File: config.mk
export PLATFORM = sky130hd
export DESIGN_NAME = spmv_row_accumulator
export DESIGN_NICKNAME = d
export VERILOG_FILES = /design/src/rtl/spmv_pkg.sv /design/src/rtl/spmv_row_accumulator_lane_adder_tree.sv /design/src/rtl/spmv_row_accumulator.sv
export SDC_FILE = /design/constraint.sdc
export NUM_CORES = 1
export LEC_CHECK = 0
export CAP_MARGIN = 0
export CORE_MARGIN = 5
export CORE_UTILIZATION = 35
export CTS_CLUSTER_DIAMETER = 50
export DETAILED_ROUTE_END_ITERATION = 8
export SKIP_CTS_REPAIR_TIMING = 1
export SYNTH_ARGS = -nofsm -noshare
export SYNTH_HDL_FRONTEND = slang
export SYNTH_SLANG_ARGS = --single-unit
File: constraint.sdc
create_clock -name clk -period 4.55 [get_ports clk]
set_input_delay 0.91 -clock clk [delete_from_list [all_inputs] [get_ports clk]]
set_output_delay 0.91 -clock clk [all_outputs]
set_load 0.05 [all_outputs]
File: src/rtl/spmv_pkg.sv
// Shared types and helpers for the SpMV row accumulator slice.
package spmv_pkg;

    localparam int SPMV_DATA_WIDTH = 32;
    localparam int SPMV_LANE_WIDTH = 2 * SPMV_DATA_WIDTH;
    localparam int SPMV_ACC_WIDTH  = 80;

    typedef logic signed [SPMV_ACC_WIDTH-1:0] acc_t;

    typedef enum logic {
        ACC_EMPTY   = 1'b0,
        ACC_PARTIAL = 1'b1
    } acc_state_e;

    function automatic acc_t sext_lane(input logic [SPMV_LANE_WIDTH-1:0] lane);
        return acc_t'($signed(lane));
    endfunction

endpackage

File: src/rtl/spmv_row_accumulator_lane_adder_tree.sv
// Combinational masked adder tree: sign-extends each enabled lane and sums all lanes.
module lane_adder_tree #(
    parameter int PARALLELISM = 4,
    parameter int IN_WIDTH    = 64,
    parameter int OUT_WIDTH   = 80
) (
    input  logic [PARALLELISM-1:0][IN_WIDTH-1:0] lanes_i,
    input  logic [PARALLELISM-1:0]               mask_i,
    output logic signed [OUT_WIDTH-1:0]          sum_o
);

    if (PARALLELISM == 1) begin : g_leaf
        assign sum_o = mask_i[0] ? OUT_WIDTH'($signed(lanes_i[0])) : '0;
    end else begin : g_split
        // Uneven splits put the extra lane in the upper half so any lane count works.
        localparam int LO = PARALLELISM / 2;
        localparam int HI = PARALLELISM - LO;

        logic signed [OUT_WIDTH-1:0] sum_lo;
        logic signed [OUT_WIDTH-1:0] sum_hi;

        lane_adder_tree #(
            .PARALLELISM(LO),
            .IN_WIDTH   (IN_WIDTH),
            .OUT_WIDTH  (OUT_WIDTH)
        ) u_lo (
            .lanes_i(lanes_i[LO-1:0]),
            .mask_i (mask_i[LO-1:0]),
            .sum_o  (sum_lo)
        );

        lane_adder_tree #(
            .PARALLELISM(HI),
            .IN_WIDTH   (IN_WIDTH),
            .OUT_WIDTH  (OUT_WIDTH)
        ) u_hi (
            .lanes_i(lanes_i[PARALLELISM-1:LO]),
            .mask_i (mask_i[PARALLELISM-1:LO]),
            .sum_o  (sum_hi)
        );

        assign sum_o = sum_lo + sum_hi;
    end

endmodule

File: src/rtl/spmv_row_accumulator.sv
// Accumulates lane-reduced product beats into per-row sums and emits one tagged
// result per row through a single-entry valid/ready output register.
module spmv_row_accumulator
    import spmv_pkg::*;
#(
    parameter int DATA_WIDTH  = SPMV_DATA_WIDTH,
    parameter int PARALLELISM = 4,
    parameter int ACC_WIDTH   = SPMV_ACC_WIDTH,
    parameter int ROW_WIDTH   = 16,
    parameter int BEAT_WIDTH  = 16
) (
    input  logic                                     clk,
    input  logic                                     rst_n,
    input  logic                                     in_valid,
    output logic                                     in_ready,
    input  logic [PARALLELISM-1:0][2*DATA_WIDTH-1:0] prod,
    input  logic [PARALLELISM-1:0]                   lane_mask,
    input  logic                                     in_last,
    output logic signed [ACC_WIDTH-1:0]              out_sum,
    output logic [ROW_WIDTH-1:0]                     out_row,
    output logic [BEAT_WIDTH-1:0]                    out_beats,
    output logic                                     out_valid,
    input  logic                                     out_ready
);

    acc_state_e                  state_q, state_d;
    logic signed [ACC_WIDTH-1:0] acc_q, acc_d;
    logic [BEAT_WIDTH-1:0]       beats_q, beats_d;
    logic [ROW_WIDTH-1:0]        row_cnt_q, row_cnt_d;
    logic signed [ACC_WIDTH-1:0] sum_q, sum_d;
    logic [ROW_WIDTH-1:0]        row_q, row_d;
    logic [BEAT_WIDTH-1:0]       out_beats_q, out_beats_d;
    logic                        valid_q, valid_d;

    logic signed [ACC_WIDTH-1:0] beat_sum;
    logic signed [ACC_WIDTH-1:0] acc_plus;
    logic                        accept;

    lane_adder_tree #(
        .PARALLELISM(PARALLELISM),
        .IN_WIDTH   (2 * DATA_WIDTH),
        .OUT_WIDTH  (ACC_WIDTH)
    ) u_tree (
        .lanes_i(prod),
        .mask_i (lane_mask),
        .sum_o  (beat_sum)
    );

    // A draining output slot frees the register in the same cycle, keeping single-beat rows at full rate.
    assign in_ready = !valid_q || out_ready;
    assign accept   = in_valid && in_ready;
    assign acc_plus = acc_q + beat_sum;

    always_comb begin
        state_d     = state_q;
        acc_d       = acc_q;
        beats_d     = beats_q;
        row_cnt_d   = row_cnt_q;
        sum_d       = sum_q;
        row_d       = row_q;
        out_beats_d = out_beats_q;
        valid_d     = valid_q;

        if (valid_q && out_ready) begin
            valid_d = 1'b0;
        end

        if (accept) begin
            if (in_last) begin
                sum_d       = acc_plus;
                out_beats_d = beats_q + BEAT_WIDTH'(1);
                row_d       = row_cnt_q;
                valid_d     = 1'b1;
                row_cnt_d   = row_cnt_q + ROW_WIDTH'(1);
                acc_d       = '0;
                beats_d     = '0;
                state_d     = ACC_EMPTY;
            end else begin
                acc_d   = acc_plus;
                beats_d = beats_q + BEAT_WIDTH'(1);
                state_d = ACC_PARTIAL;
            end
        end
    end

    always_ff @(posedge clk or negedge rst_n) begin
        if (!rst_n) begin
            state_q     <= ACC_EMPTY;
            acc_q       <= '0;
            beats_q     <= '0;
            row_cnt_q   <= '0;
            sum_q       <= '0;
            row_q       <= '0;
            out_beats_q <= '0;
            valid_q     <= 1'b0;
        end else begin
            state_q     <= state_d;
            acc_q       <= acc_d;
            beats_q     <= beats_d;
            row_cnt_q   <= row_cnt_d;
            sum_q       <= sum_d;
            row_q       <= row_d;
            out_beats_q <= out_beats_d;
            valid_q     <= valid_d;
        end
    end

    assign out_sum   = sum_q;
    assign out_row   = row_q;
    assign out_beats = out_beats_q;
    assign out_valid = valid_q;

endmodule
==> out/qor.csv <==
stage;metric;value;unit
cts;h-tree-depth;2;
synth;synth_most_common_cell;nand2_1;
synth;ys_async_sr_fraction;100;%
synth;synth.distinct_cells;73;
global_route;grt.busiest_layer;met2;
global_route;grt_pass1_wl;118000;microns
timing;setup_viol;133;
critical_path;start_kind;input pin;
critical_path;critPathLaunch;lane_mask[2];
timing;rsz0062_at_grt;true;
global_route;grt_overflow;0;
critical_path;cp-end-kind;flop;
cts;cts_buffer_depth;3;
job;cap_viol_max_count;0;
placement;pre_cts_slack;-1.95;ns
synth;synth_edf_count;0;
critical_path;max_stage_delay;0.55;ns
timing;whs;0.463;ns
detailed_routing;via_per_inst;4.85;
detailed_routing;drt_first_iter_violations;943;
synth;ys_ff_latch;225;
placement;dpl.hpwl;59300;microns
synth;yosysTopAreaCell;dfrtp_1;
timing;hold_viol_final;0;
global_route;grt.met2_usage;36.9;%
placement;gp_congestion;0.901;
floorplan;core;61500;sq um
outcome;status;finished, violations left;
cells_and_area;design_area;32800;sq um
critical_path;r2r-end;acc_q[71]$_DFFE_PN0P_;
synth;ys_seq_area_share;26.0;%
detailed_routing;wl_per_cell;18.4;microns
pwr;power_per_cell_area;887;nW/um^2
hold_path;worst_hold_path_type;in -> async;
placement;placed_cell_area;29600;sq um
global_route;grtUsageTotal;21.9;%
global_route;first_global_vias;21821;
cells_and_area;final_cells;4191;
synth;avgSynthCellArea;8.28;sq um
detailed_routing;wl;77200;microns
detailed_routing;dr.pass1.iters;5;
synth;synth_top_area_share;26.0;%
synth;netlist_top_cells_count;nand2_1 (546), inv_1 (514), fa_1 (236);
floorplan;die-area;67000;sq um
timing;period_minus_slack;5.58;ns
critical_path;critPathKind;in -> reg;
floorplan;io_pins;379;
timing;slew_headroom;36.1;%
critical_path;critPathSlowestCell;fa_1;
synth;syn-num-nets;3198;
synth;synthesis.area;21700;sq um
cts;cts_buffers;41;
critical_path;cp_max_fo;4;
cells_and_area;nNetsFinal;3952;
cts;clock_latency;0.55;ns
cells_and_area;fillers;5631;
detailed_routing;ant_nets;0;
cts;cts_sinks;225;
timing;tightest_slew;0.959;ns
critical_path;arrival;6.02;ns
detailed_routing;num_vias;20338;
critical_path;rrSetupSlack;-0.70;ns
floorplan;rows;91;
cts;clk_pin_slew;0.06;ns
placement;port_buffers;378;
floorplan;die_h;259;microns
synth;ys_top_cells_by_area;dfrtp_1 (26%), fa_1 (22%), nand2_1 (9.5%);
critical_path;crit_buf_inv;8;
cts;clockRootBuffer;clkbuf_16;
synth;yosysWarnings;0;
outcome;violations;negative setup slack;
global_route;grtUsageMet1;29.8;%
critical_path;rr_worst_depth;21;
timing;fmax;179;MHz
global_route;grt_max_degree;105;
synth;synthFlopType;dfrtp_1;
timing;skew;0.0192;ns
floorplan;initial_core_util;35.2;%
critical_path;worstReg2RegStart;acc_q[1]$_DFFE_PN0P_;
cells_and_area;utilization;53.4;%
global_route;use_met3;3.36;%
critical_path;critPathCapture;acc_q[71]$_DFFE_PN0P_;
cells_and_area;syn_to_final_growth;51.4;%
pwr;ir_worst_vdd;0.000476;V
synth;netlist_instances;2615;
timing;finalCritPeriodShare;123;%
global_route;antenna_found_initial;0;
cts;tritoncts;built;
timing;worst_slack;-1.03;ns
placement;place_inst;4086;
critical_path;cpLargestDelayFamily;adder cells;
timing;slew_violations;0;
critical_path;cp.depth;24;
critical_path;required;4.98;ns
pwr;total_leakage_power;16.4;nW
cells_and_area;drive_gt1_share;23.3;%
critical_path;path_cells;buf_12, buf_12, buf_12, nand2_4, fa_1, fa_1, fa_1, inv_1, ha_2, inv_2, fa_2, and3b_2, o211ai_1, buf_4, a2111oi_4, o2111ai_4, a311oi_4, or3_4, buf_6, o211a_4, o21a_1, buf_4, o21ai_2, a32o_2;
detailed_routing;drcViolationCount;0;
floorplan;die_w;259;microns
metrics by stage:
stage | TNS (ns) | power [W]
finish | -84.97 | 0.0291
CTS | -118.02 | 0.0264
global route | -104.10 | 0.0314
detailed placement | -199.40 | 0.0230
floorplan | -57.05 | 0.0145
global placement | -199.77 | 0.0228
cell usage in the layout (no fill, tap or decap), types with 15 or more instances in the layout:
master	n
xnor2_2	15
clkbuf_16	44
inv_2	21
mux2_2	15
nand2_1	514
and3_1	18
ha_4	16
nand2_2	22
ha_1	63
a21oi_1	73
buf_6	30
nand4_1	47
fa_1	234
nand3_1	29
and2_1	71
buf_4	406
buf_12	15
xnor2_1	47
clkdlybuf4s50_1	355
o21ai_0	95
dlymetal6s2s_1	18
nor2_1	60
dfrtp_1	225
o21bai_1	18
a21oi_2	21
o21ai_1	36
inv_1	493
a21o_1	49
nor3_1	17
a22o_1	16
cell families after synthesis:
kind of cell | share of synthesized area, %
AND/OR/NAND/NOR | 17.6
buffers and inverters | 11.1
multiplexers | 1.36
XOR/XNOR | 4.04
flip-flops | 26.0
AO/OA/AOI/OAI | 13.3
adder cells (fa/ha/maj) | 26.5
flip-flops by register name, indices dropped and copies added (netlist names):
| name | count |
|---|---|
| out_beats | 16 |
| out_valid | 1 |
| out_sum | 80 |
| beats_q | 16 |
| acc_q | 80 |
| row_cnt_q | 16 |
| out_row | 16 |
how the worst min path moves through the flow:
stage	startpoint	endpoint	slack, ns	depth (start not counted)
4_1_cts	out_sum[57]$_DFFE_PN0P_	out_sum[57]$_DFFE_PN0P_	0.47	2
6_report	rst_n	out_sum[24]$_DFFE_PN0P_	0.46	1
3_5_place_dp	out_sum[57]$_DFFE_PN0P_	out_sum[57]$_DFFE_PN0P_	0.46	2
3_3_place_gp	out_beats[1]$_DFFE_PN0P_	out_beats[1]$_DFFE_PN0P_	0.46	2
5_1_grt	out_beats[1]$_DFFE_PN0P_	out_beats[1]$_DFFE_PN0P_	0.49	2
2_1_floorplan	row_cnt_q[15]$_DFFE_PN0P_	row_cnt_q[15]$_DFFE_PN0P_	0.44	1
routing by layer:
metal / up-vias / share of wire (%)
met5: - / 0
met4: 0 / 2.7
met3: 96 / 4.9
met2: 473 / 48
met1: 10024 / 44
li1: 9745 / -
layout make-up:
cell class,count,area [sq um],share of cell area (%)
Inverter,514,1930,5.88
Antenna cell,2,5.00,0.0153
Clock buffer,42,1030,3.14
Tap cell,790,988,3.01
Timing Repair Buffer,833,7620,23.2
Clock inverter,31,362,1.10
Sequential cell,225,5630,17.2
Multi-Input combinational cell,1754,15200,46.5
power breakdown:
part / internal, W / switching, W
clock network: 0.00197 / 0.00122
logic: 0.0104 / 0.0124
registers: 0.00270 / 0.000433
total: 0.0151 / 0.0140
Power figures use the tool's default switching activity.
